[config.mk]
export PLATFORM = sky130hd
export DESIGN_NAME = rd_req_issuer_flat
export DESIGN_NICKNAME = d
export VERILOG_FILES = /design/src/rtl/rd_req_issuer_if.sv /design/src/rtl/rd_req_issuer.sv /design/src/flat_wrapper.sv
export SDC_FILE = /design/constraint.sdc
export NUM_CORES = 1
export LEC_CHECK = 0
export CAP_MARGIN = 0
export CORE_MARGIN = 1.5
export CORE_UTILIZATION = 40
export DETAILED_ROUTE_END_ITERATION = 7
export PLACE_DENSITY = 0.71
export SLEW_MARGIN = 10
export SYNTH_ARGS = -nofsm -noshare
export SYNTH_HDL_FRONTEND = slang
export SYNTH_SLANG_ARGS = --single-unit
[constraint.sdc]
create_clock -name clk -period 3.14 [get_ports clk]
set_input_delay 0.628 -clock clk [delete_from_list [all_inputs] [get_ports clk]]
set_output_delay 0.628 -clock clk [all_outputs]
set_load 0.01 [all_outputs]
[src/rtl/rd_req_issuer_if.sv]
// rtl/rd_req_issuer_if.sv - request, target strobe and response signals of the read issuer
interface rd_req_issuer_if #(
  parameter int AW = 8,
  parameter int DW = 8
);
  logic          req_valid;
  logic          req_ready;
  logic [AW-1:0] req_addr;
  logic          rd;
  logic [AW-1:0] addr;
  logic [DW-1:0] rdata;
  logic          rsp_valid;
  logic [DW-1:0] rsp_data;
  logic [AW-1:0] rsp_addr;

  // issuer side
  modport master (
    input  req_valid, req_addr, rdata,
    output req_ready, rd, addr, rsp_valid, rsp_data, rsp_addr
  );

  // producer / target / response consumer side
  modport slave (
    output req_valid, req_addr, rdata,
    input  req_ready, rd, addr, rsp_valid, rsp_data, rsp_addr
  );
endinterface

[src/rtl/rd_req_issuer.sv]
// rtl/rd_req_issuer.sv - buffers read requests and issues them as two-edge rd strobes
module rd_req_issuer #(
  parameter int AW    = 8,
  parameter int DW    = 8,
  parameter int DEPTH = 4,
  parameter int GAP   = 1
) (
  input  logic            clk,
  input  logic            rst_n,
  input  logic            ce,
  rd_req_issuer_if.master bus,
  output logic            busy
);
  localparam int PW = $clog2(DEPTH);
  localparam int CW = $clog2(DEPTH + 1);
  localparam int GW = (GAP > 1) ? $clog2(GAP) : 1;
  localparam logic [CW-1:0] FULL_CNT = CW'(DEPTH);

  typedef enum logic [1:0] {S_IDLE, S_RD1, S_RD2, S_GAP} state_t;

  state_t          state_q, state_d;
  logic            rd_q, rd_d;
  logic [AW-1:0]   addr_q, addr_d;
  logic            rsp_valid_q, rsp_valid_d;
  logic [DW-1:0]   rsp_data_q, rsp_data_d;
  logic [AW-1:0]   rsp_addr_q, rsp_addr_d;
  logic            req_ready_q, req_ready_d;
  logic [PW-1:0]   wr_ptr_q, wr_ptr_d;
  logic [PW-1:0]   rd_ptr_q, rd_ptr_d;
  logic [CW-1:0]   count_q, count_d;
  logic [GW-1:0]   gap_cnt_q, gap_cnt_d;
  logic [AW-1:0]   fifo_q [DEPTH];
  logic            push, pop;

  // Next-state logic: FIFO bookkeeping and the strobe sequencer (launch only from IDLE)
  always_comb begin
    state_d     = state_q;
    rd_d        = rd_q;
    addr_d      = addr_q;
    rsp_valid_d = 1'b0;
    rsp_data_d  = rsp_data_q;
    rsp_addr_d  = rsp_addr_q;
    gap_cnt_d   = gap_cnt_q;
    pop         = 1'b0;
    push        = bus.req_valid && req_ready_q;

    case (state_q)
      S_IDLE: begin
        rd_d = 1'b0;
        if (ce && (count_q != '0)) begin
          pop     = 1'b1;
          addr_d  = fifo_q[rd_ptr_q];
          rd_d    = 1'b1;
          state_d = S_RD1;
        end
      end
      S_RD1: begin
        rd_d    = 1'b1;
        state_d = S_RD2;
      end
      S_RD2: begin
        rd_d        = 1'b0;
        rsp_data_d  = bus.rdata;
        rsp_addr_d  = addr_q;
        rsp_valid_d = 1'b1;
        gap_cnt_d   = GW'(GAP - 1);
        state_d     = S_GAP;
      end
      S_GAP: begin
        rd_d = 1'b0;
        if (gap_cnt_q == '0) state_d = S_IDLE;
        else                 gap_cnt_d = gap_cnt_q - GW'(1);
      end
      default: begin
        rd_d    = 1'b0;
        state_d = S_IDLE;
      end
    endcase

    wr_ptr_d    = push ? wr_ptr_q + PW'(1) : wr_ptr_q;
    rd_ptr_d    = pop  ? rd_ptr_q + PW'(1) : rd_ptr_q;
    count_d     = count_q + CW'(push) - CW'(pop);
    // full this cycle blocks pushes even if a pop frees a slot: no bypass
    req_ready_d = (count_d != FULL_CNT);
  end

  // Control and output registers; reset aborts any read in flight without a response
  always_ff @(posedge clk or negedge rst_n) begin
    if (!rst_n) begin
      state_q     <= S_IDLE;
      rd_q        <= 1'b0;
      addr_q      <= '0;
      rsp_valid_q <= 1'b0;
      rsp_data_q  <= '0;
      rsp_addr_q  <= '0;
      req_ready_q <= 1'b0;
      wr_ptr_q    <= '0;
      rd_ptr_q    <= '0;
      count_q     <= '0;
      gap_cnt_q   <= '0;
    end else begin
      state_q     <= state_d;
      rd_q        <= rd_d;
      addr_q      <= addr_d;
      rsp_valid_q <= rsp_valid_d;
      rsp_data_q  <= rsp_data_d;
      rsp_addr_q  <= rsp_addr_d;
      req_ready_q <= req_ready_d;
      wr_ptr_q    <= wr_ptr_d;
      rd_ptr_q    <= rd_ptr_d;
      count_q     <= count_d;
      gap_cnt_q   <= gap_cnt_d;
    end
  end

  // Request storage; contents are don't-care until the count says otherwise
  always_ff @(posedge clk) begin
    if (push) fifo_q[wr_ptr_q] <= bus.req_addr;
  end

  assign bus.req_ready = req_ready_q;
  assign bus.rd        = rd_q;
  assign bus.addr      = addr_q;
  assign bus.rsp_valid = rsp_valid_q;
  assign bus.rsp_data  = rsp_data_q;
  assign bus.rsp_addr  = rsp_addr_q;
  assign busy          = (state_q != S_IDLE) || (count_q != '0);
endmodule

[src/flat_wrapper.sv]
// flat-port wrapper written by rule: the top's interface ports become plain ports
module rd_req_issuer_flat 
#(
  parameter int AW    = 8,
  parameter int DW    = 8,
  parameter int DEPTH = 4,
  parameter int GAP   = 1
)
  (clk, rst_n, ce, busy, bus_req_valid, bus_req_addr, bus_rdata, bus_req_ready, bus_rd, bus_addr, bus_rsp_valid, bus_rsp_data, bus_rsp_addr);
  rd_req_issuer_if #(.AW(AW), .DW(DW)) bus_i ();
  input  logic clk;
  input  logic rst_n;
  input  logic ce;
  output logic busy;
  input wire logic [$bits(bus_i.req_valid)-1:0] bus_req_valid;
  input wire logic [$bits(bus_i.req_addr)-1:0] bus_req_addr;
  input wire logic [$bits(bus_i.rdata)-1:0] bus_rdata;
  output wire logic [$bits(bus_i.req_ready)-1:0] bus_req_ready;
  output wire logic [$bits(bus_i.rd)-1:0] bus_rd;
  output wire logic [$bits(bus_i.addr)-1:0] bus_addr;
  output wire logic [$bits(bus_i.rsp_valid)-1:0] bus_rsp_valid;
  output wire logic [$bits(bus_i.rsp_data)-1:0] bus_rsp_data;
  output wire logic [$bits(bus_i.rsp_addr)-1:0] bus_rsp_addr;
  assign bus_i.req_valid = bus_req_valid;
  assign bus_i.req_addr = bus_req_addr;
  assign bus_i.rdata = bus_rdata;
  assign bus_req_ready = bus_i.req_ready;
  assign bus_rd = bus_i.rd;
  assign bus_addr = bus_i.addr;
  assign bus_rsp_valid = bus_i.rsp_valid;
  assign bus_rsp_data = bus_i.rsp_data;
  assign bus_rsp_addr = bus_i.rsp_addr;
  rd_req_issuer #(.AW(AW), .DW(DW), .DEPTH(DEPTH), .GAP(GAP)) u_core (.clk(clk), .rst_n(rst_n), .ce(ce), .bus(bus_i), .busy(busy));
endmodule
* After elaboration in Yosys (flattened, before gate mapping)
Memories as Yosys holds them, arrays and structs flattened. A register that Yosys moved wholly into a read port is not among the register bits.
Index checks and enable logic that the tools add are counted.
W data, S select, Z words.
** Word-level totals
- Register bits after elaboration :: 29
- Bits in writable memories :: 32
- Bits of input ports :: 20
- Output and inout bits :: 28
- Word-level logic and storage cells :: 44
- Memories kept :: 1
** Memories
- u_core.fifo_q :: depth 4, bits a word 8, rd ports 1, clocked after memory_dff 1, write ports 1, RTL line rd_req_issuer.sv:32 : logic [AW-1:0] fifo_q [DEPTH];
** Operators by class
- $add $sub $neg :: 5
- Equality and inequality tests :: 6
- Mux-type cells :: 11
- Reduce and logical (&&, ||, !) cells :: 11
** Operator list (count)
- $pmux W2 S4 :: 1
- $mux W1 :: 6
- $add A2 B1 Y2 const B :: 2
- $eq A2 B2 Y1 const B :: 2
- $mux W2 :: 2
- $reduce_and A2 Y1 :: 2
- $reduce_bool A2 Y1 :: 2
- $add A3 B1 Y3 :: 1
- $ne A3 B3 Y1 const B :: 1
- $pmux W1 S3 :: 1
- $reduce_bool A3 Y1 :: 1
- $sub A3 B1 Y3 :: 1
- $eq A2 B1 Y1 const B :: 1
- $logic_and A1 B1 Y1 :: 2
- $logic_not A2 Y1 :: 1
- $ne A2 B1 Y1 const B :: 1
- $ne A2 B2 Y1 const B :: 1
- $pmux W1 S2 :: 1
- $reduce_or A2 Y1 :: 1
- $logic_not A1 Y1 :: 1
- $logic_or A1 B1 Y1 :: 1
- $sub A1 B1 Y1 const B :: 1

* Longest topological paths before layout
Gate-level depths: netlist of run 1.
- Word-level depth :: 6
- Gate-level depth with buffers :: 11
- Mapped depth without buffers :: 10

* Worst setup path after synthesis of run 1
No wires, ideal clock.
- Path type :: flip-flop to flip-flop
- From :: register u_core.state_q[0]
- To :: register u_core.req_ready_q (netlist: u_core.bus.req_ready)
- Library setup time :: 0.125 ns
- Arrival time :: 2.146 ns
- Required time :: 3.015 ns
- Slack :: 0.869 ns
- Stages on the path, launching flop included :: 12
- Buffers on the path :: 1
- Period minus slack after synthesis :: 2.271 ns
- Path through :: dfrtp_1 inv_1 ha_1 o311a_1 buf_6 ha_1 inv_1 ha_1 fa_1 xnor2_1 xnor2_1 nand2_1
** Between the ends
- Cells in the longest elaborated chain, start to end :: 4
** Ends and longest elaborated chain
- from (decl) :: RTL line rd_req_issuer.sv:21 : state_t state_q, state_d;
- from (signal assigned) :: RTL line rd_req_issuer.sv:102 : state_q <= state_d;
- $logic_not A2 Y1 :: RTL line rd_req_issuer.sv:47 : case (state_q)
- $mux W1 :: RTL line rd_req_issuer.sv:47
- via u_core.pop :: RTL line rd_req_issuer.sv:33 : logic push, pop;
- $sub A3 B1 Y3 :: RTL line rd_req_issuer.sv:82 : count_d = count_q + CW'(push) - CW'(pop);
- via u_core.count_d[2] :: RTL line rd_req_issuer.sv:30 : logic [CW-1:0] count_q, count_d;
- $ne A3 B3 Y1 :: RTL line rd_req_issuer.sv:84 : req_ready_d = (count_d != FULL_CNT);
- via u_core.req_ready_d :: RTL line rd_req_issuer.sv:27 : logic req_ready_q, req_ready_d;
- to (signal assigned) :: RTL line rd_req_issuer.sv:108 : req_ready_q <= req_ready_d;
- to (decl) :: RTL line rd_req_issuer.sv:27
The timed path passes the listed nets, and every way through them passes these cells.
A chain may end at the register's enable or synchronous reset.

* Worst setup path in the final report of run 1
- From :: input port ce
- To :: register u_core.req_ready_q (netlist: u_core.bus.req_ready)
** Between the ends
- Cells in the longest elaborated chain, start to end :: 5
** Ends and longest elaborated chain
- from (decl) :: RTL line flat_wrapper.sv:13 : input logic ce;
- $logic_and A1 B1 Y1 :: RTL line rd_req_issuer.sv:50 : if (ce && (count_q != '0)) begin
- $mux W1 :: RTL line rd_req_issuer.sv:50
- $mux W1 :: RTL line rd_req_issuer.sv:47
- $sub A3 B1 Y3 :: RTL line rd_req_issuer.sv:82
- via u_core.count_d[2] :: RTL line rd_req_issuer.sv:30
- $ne A3 B3 Y1 :: RTL line rd_req_issuer.sv:84
- via u_core.req_ready_d :: RTL line rd_req_issuer.sv:27
The timed path passes the listed nets, and every way through them passes these cells.

==> results of run 1 <==
==> worst max-delay path by stage <==
stage	end	slack, ps	cells after the start
5_1_grt	u_core.bus.req_ready	750	10
3_5_place_dp	u_core.bus.req_ready	530	9
3_3_place_gp	u_core.bus.req_ready	560	9
4_1_cts	busy	880	4
6_report	u_core.bus.req_ready	860	9
2_1_floorplan	u_core.bus.req_ready	870	11
==> stage by stage <==
step                      hold WS, ps  setup WS (ps)  area [µm²]  cells
after floorplan                   332            869        2720    149
after global placement            489            559        3260    270
after detailed placement          495            527        3260    270
after CTS                         511            879        3440    286
after global routing              522            747        3440    286
final                             505            856        3440    286
==> flip-flops by register name, indices dropped and copies added (netlist names) <==
signal and count:
u_core.fifo_q 32, u_core.bus.addr 8, u_core.bus.rsp_addr 8, u_core.bus.rsp_data 8, u_core.count_q 3, u_core.rd_ptr_q 2, u_core.state_q 2, u_core.wr_ptr_q 2
u_core.bus.rd 1, u_core.bus.req_ready 1, u_core.bus.rsp_valid 1
==> layer usage <==
metal	share of wire [%]	wire length [µm]	vias up	global-route usage [%]
met5	0	0	-	0
met4	0.83	36	0	4.84
met3	6.0	261	6	5.35
met2	50	2160	44	22.0
met1	43	1870	656	16.5
li1	-	-	652	-
==> cell usage after synthesis (2+ instances only) <==
cell type	instances	area share (%)
edfxtp_1	32	35
buf_6	2	0.83
dfrtp_1	36	33
inv_1	9	1.2
mux4_2	8	6.6
xnor2_1	4	1.3
nor2_1	2	0.28
and3_1	4	0.92
buf_2	2	0.37
ha_1	10	4.6
mux2_2	19	7.9
mux2_4	7	3.9
nand2_1	4	0.55
==> logic make-up after synthesis <==
kind of cell             Yosys count  share of synthesized area [%]
adder cells (fa/ha/maj)           11                           5.34
flip-flops                        68                           68.5
AND/OR/NAND/NOR                   13                           2.35
multiplexers                      35                           18.7
AO/OA/AOI/OAI                      3                          0.875
buffers and inverters             14                           2.58
XOR/XNOR                           5                           1.61
==> area by class of cell <==
type | instances | area, µm² | share of cell area [%]
flip-flops and latches | 68 | 1860 | 54.1
clock inverters | 6 | 40.0 | 1.16
well taps | 77 | 96.3 | 2.80
inverters | 9 | 33.8 | 0.982
repair buffers | 49 | 485 | 14.1
clock buffers | 10 | 138 | 4.00
multi-input cells | 67 | 786 | 22.8
==> worst register-to-register path: cells and delay by family, from the launching register on <==
family                     cells  cell delay, ps
AOI/OAI and AO/OA              1             150
xor gates and xnor gates       2             350
adders and majority gates      4            1080
buffers and inverters          2             130
DFF                            1             370
and+or+nand+nor                1              80
==> power groups by stage <==
stage	Combinational, W	Clock [W]	Sequential [W]
after floorplan	0.000770	0	0.00150
after global placement	0.00127	0	0.00150
after detailed placement	0.00130	0	0.00151
after CTS	0.00130	0.000646	0.00149
after global routing	0.00141	0.000681	0.00153
final	0.00128	0.000624	0.00148
==> reports/metrics.yaml, run 1 <==
cts_resized: 0
clk_pin_slew_ps: 80
slew_violations: 0
syn_nets: 180
htree_levels: 3
p_int_w: 0.00236
p_clk_share_pct: 18.5
pwr-share-comb_pct: 37.9
routed_wl_mm: 4.33
max-clock-path-buffers: 2
cts_setup_buffers: 0
arrival_ps: 2500
fmax_mhz: 438
synth_ff_type: "dfrtp_1"
status: "finished, violations left"
slowest_stage: "clkdlybuf4s50_1"
grt_start_max_net_pins: 37
synth_cell_type_count: 23
crit_start: "ce"
worstPathBufferInverterCount: 2
die_x_um: 85.4
worstPathCellList: "clkdlybuf4s50_1 > o311a_1 > ha_1 > inv_1 > ha_1 > fa_1 > xnor2_1 > xnor2_1 > nand2_1"
diodes: 0
wl_per_cell_um: 15.1
ant_nets: 0
crit_family: "adder cells"
rsz0062_at_grt: "no"
synth_warnings: 0
crit_type: "in -> reg"
final_core_util_pct: 53.3
min_from: "u_core.bus.rsp_addr[1]"
grt-ovfl-total: 0
seq_power_share_pct: 43.7
drc_errors: 4
p_sw_w: 0.00102
fillers: 521
drive_gt1_share_pct: 24.4
hpwl_mm: 2.91
die_h_um: 85.4
dr.pass1.iters: 8
root_buffer: "clkbuf_8"
track_usage_pct: 13.6
violations: "DRC"
switching_share_pct: 30.2
core_um2: 6460
mostFrequentLayoutCells: "clkdlybuf4s50_1, dfrtp_1, edfxtp_1"
initial_core_util_pct: 42.1
vias: 1358
dieArea_um2: 7300
power_w: 0.00338
fin_nets: 235
finalClockSkew_ps: 6.47
areaGrowthSynthToFinish_pct: 26.6
grt_pass1_vias: 1453
fin_crit_sh_pct: 72.7
hold_viol: 0
postCtsHoldBufs: 0
p_per_area_nw_per_um2: 983
finalSetupTns_ps: 0
critPathRequiredTime_ps: 3360
setup_viol: 0
port_buffers: 47
first_iter_violations: 38
slew-limit-headroom_pct: 44.3
globalplace.congestion: 0.792
synth_area_um2: 2720
worstHoldPathCells: 1
peakVddDrop_mv: 0.318
grt_antenna_before_repair: 0
layout_commonest_cell: "clkdlybuf4s50_1"
cts_buffers: 9
viasPerCell: 4.75
clk_latency_ps: 330
worst_setup_path_start_kind: "input port"
clock-sinks: 68
crit_path_end_kind: "flop"
maxCapViolations: 0
tightest_slew_ps: 836
hold_end: "u_core.bus.rsp_addr[1]"
avgSynthCellArea_um2: 18.2
leakage_nw: 1.36
r2r_end: "u_core.bus.req_ready"
synthCells: 149
ioPinCount: 48
synth-edff-count: 32
cts_tree: "done"
worstPathMaxFanout: 2
ys_ff_latch: 68
num_rows: 29
min_period_ps: 2280
async_flop_share_pct: 52.9
r2r-start: "u_core.state_q[0]"
grt_pass1_wl_mm: 7.34
holdCritPathClass: "reg -> reg"
ys_seq_area_share_pct: 68.5
critPathMaxStageDelay_ps: 430
r2r_slack_ps: 880
r2r_cells: 10
(Power assumes the default switching activity.)
==> run 2: changes to the inputs <==
- PLACE_DENSITY: 0.71 -> 0.74
- clock period: 3.14 -> 1.8 ns (I/O delays scaled with it)
==> reports/metrics.yaml, run 2 (same netlist as run 1, synthesis figures left out) <==
globalplace.congestion: 0.774  # -2.3%
fillers: 512  # -1.7%
top_layer: "met4"
diodes: 0  # unchanged
slew_violations: 0  # unchanged
cts_buffers: 9  # unchanged
fmax_mhz: 479
arrival_ps: 2300  # -200 ps
grt_start_max_net_pins: 37  # unchanged
finalClockSkew_ps: 8.82  # +2.34 ps
violations: "DRC, setup timing"
pwr-share-comb_pct: 42.3  # +4.4 points
holdCritPathClass: "in -> async"
ioPinCount: 48  # unchanged
initial_core_util_pct: 42.1  # unchanged
hpwl_mm: 3.12  # +7.3%
vias: 1473  # +8.5%
wl_met2_mm: 2.26  # +4.6%
grt_antenna_before_repair: 0  # unchanged
clk_latency_ps: 330  # about the same
htree_levels: 3  # unchanged
seq_power_share_pct: 38.6  # -5.1 points
p_int_w: 0.00457  # +94%
met1_length_mm: 2.01  # +7.3%
tightest_slew_ps: 455  # -381 ps
root_buffer: "clkbuf_8"
largest_register: "u_core.fifo_q"
worstPathCellList: "o311a_4 > ha_4 > inv_2 > ha_4 > fa_2 > xnor2_2 > xnor2_2 > nand2_1"
whs_ps: 44.7  # -460 ps
p_sw_w: 0.00197  # +92%
drc_errors: 5  # +1
track_usage_pct: 14.1  # +0.53 points
die_h_um: 85.4  # unchanged
layout_commonest_cell: "clkdlybuf4s50_1"
p_per_area_nw_per_um2: 1780  # +81%
fin_area_um2: 3680  # +6.9%
dr_wl_met3_um: 255  # -2.3%
switching_share_pct: 30.1  # -0.17 points
worstPathMaxFanout: 2  # unchanged
crit_path_end_kind: "flop"
largest_register_ffs: 32  # unchanged
areaGrowthSynthToFinish_pct: 35.3
worst_setup_path_start_kind: "flop"
dp_slack_ps: -489  # -1020 ps
critPathMaxStageDelay_ps: 400  # -30 ps
dieArea_um2: 7300  # unchanged
postCtsHoldBufs: 0  # unchanged
slowest_stage: "dfrtp_1"
min_period_ps: 2090
wl_per_cell_um: 15.2  # +0.28%
p_clk_share_pct: 19.1  # +0.6 points
slew-limit-headroom_pct: 69.7  # +25 points
hold_viol: 0  # unchanged
setup_viol: 3  # +3
peakVddDrop_mv: 0.634  # +99%
status: "finished, violations left"
crit_family: "adder cells"
final_core_util_pct: 56.9  # +3.7 points
fin_nets: 252  # +7.2%
core_um2: 6460  # unchanged
critPathRequiredTime_ps: 2020  # -1340 ps
grt-ovfl-total: 0  # unchanged
viasPerCell: 4.86  # +2.4%
clk_pin_slew_ps: 80  # about the same
drive_gt1_share_pct: 35.4  # +11 points
cts_tree: "done"
dr.pass1.iters: 8  # unchanged
die_x_um: 85.4  # unchanged
placed_area_um2: 3440  # +5.4%
grt_pass1_vias: 1569  # +8.0%
clock-sinks: 68  # unchanged
ant_nets: 0  # unchanged
rsz0062_at_grt: "yes"
grt_pass1_wl_mm: 7.69  # +4.7%
max-clock-path-buffers: 2  # unchanged
leakage_nw: 1.48  # +8.8%
finalSetupTns_ps: -513  # -513 ps
crit_type: "reg -> reg"
port_buffers: 47  # unchanged
fin_crit_sh_pct: 116
routed_wl_mm: 4.60  # +6.2%
first_iter_violations: 38  # unchanged
worstPathBufferInverterCount: 1  # -1
worst_slack_ps: -286  # -1140 ps
num_rows: 29  # unchanged
maxCapViolations: 0  # unchanged
mostFrequentLayoutCells: "clkdlybuf4s50_1, dfrtp_1, edfxtp_1"
-- run 2: changes by cell type in the layout (fill, tap and decap cells not counted), sizes merged --
cell	delta
bufinv	+1
inv	+2
buf	+18
clkdlybuf4s50	-2
clkbuf	+1
clkinvlp	-2
clkinv	-1
-- run 2: repair_timing --
item / CTS / global route
setup endpoints to repair: 4 / 4
buffers inserted: 0 / 1
pin swaps: 2 / 0
gates resized for setup: 3 / 5
-- run 2: metal layers --
metal	up-vias	global-route usage [%]
met2	39	23.6
met4	0	6.60
met3	9	3.99
met1	733	16.9
li1	692	-
met5	-	0
-- run 2: metrics by stage --
step / instances / power (W)
3_5_place_dp: 286 / 0.00527
3_3_place_gp: 286 / 0.00519
5_1_grt: 303 / 0.00695
6_report: 303 / 0.00654
2_1_floorplan: 149 / 0.00404
4_1_cts: 302 / 0.00655
-- run 2: worst paths after layout --
kind | start | endpoint | slack, ps | depth (start not counted)
min in group clk | u_core.bus.rsp_data[2] | u_core.bus.rsp_data[2] | 510 | 1
worst max-delay path | u_core.count_q[2] | u_core.bus.req_ready | -290 | 8
max in group asynchronous | rst_n | u_core.wr_ptr_q[1] | 1420 | 2
worst min register to register | u_core.bus.rsp_data[2] | u_core.bus.rsp_data[2] | 510 | 1
worst max register to register | u_core.count_q[2] | u_core.bus.req_ready | -290 | 8
worst min-delay path | rst_n | u_core.bus.addr[2] | 40 | 2
-- run 2: power groups by stage --
stage	clock [W]	combinational [W]	sequential (W)
CTS	0.00129	0.00274	0.00253
global placement	0	0.00266	0.00253
global route	0.00135	0.00302	0.00258
floorplan	0	0.00142	0.00262
detailed placement	0	0.00272	0.00255
finish	0.00125	0.00277	0.00252
-- run 2: final cells by class --
cell class | instances | area [µm²] | share of cell area (%)
clock inverters | 6 | 72.6 | 1.97
multi-input cells | 67 | 857 | 23.3
well taps | 77 | 96.3 | 2.62
flip-flops and latches | 68 | 1860 | 50.6
inverters | 9 | 33.8 | 0.919
clock buffers | 10 | 128 | 3.47
repair buffers | 66 | 628 | 17.1
-- run 2: worst register-to-register path, stage by stage, from the launching register on --
cell     delay (ps)
dfrtp_1         400
o311a_4         410
ha_4            260
inv_2            30
ha_4            140
fa_2            350
xnor2_2         170
xnor2_2         130
nand2_1          80
==> run 3: changes to the inputs <==
- CAP_MARGIN: 0 -> default
==> results of run 3 <==
No change in the layout: final DEF, timing and power equal those of run 2.
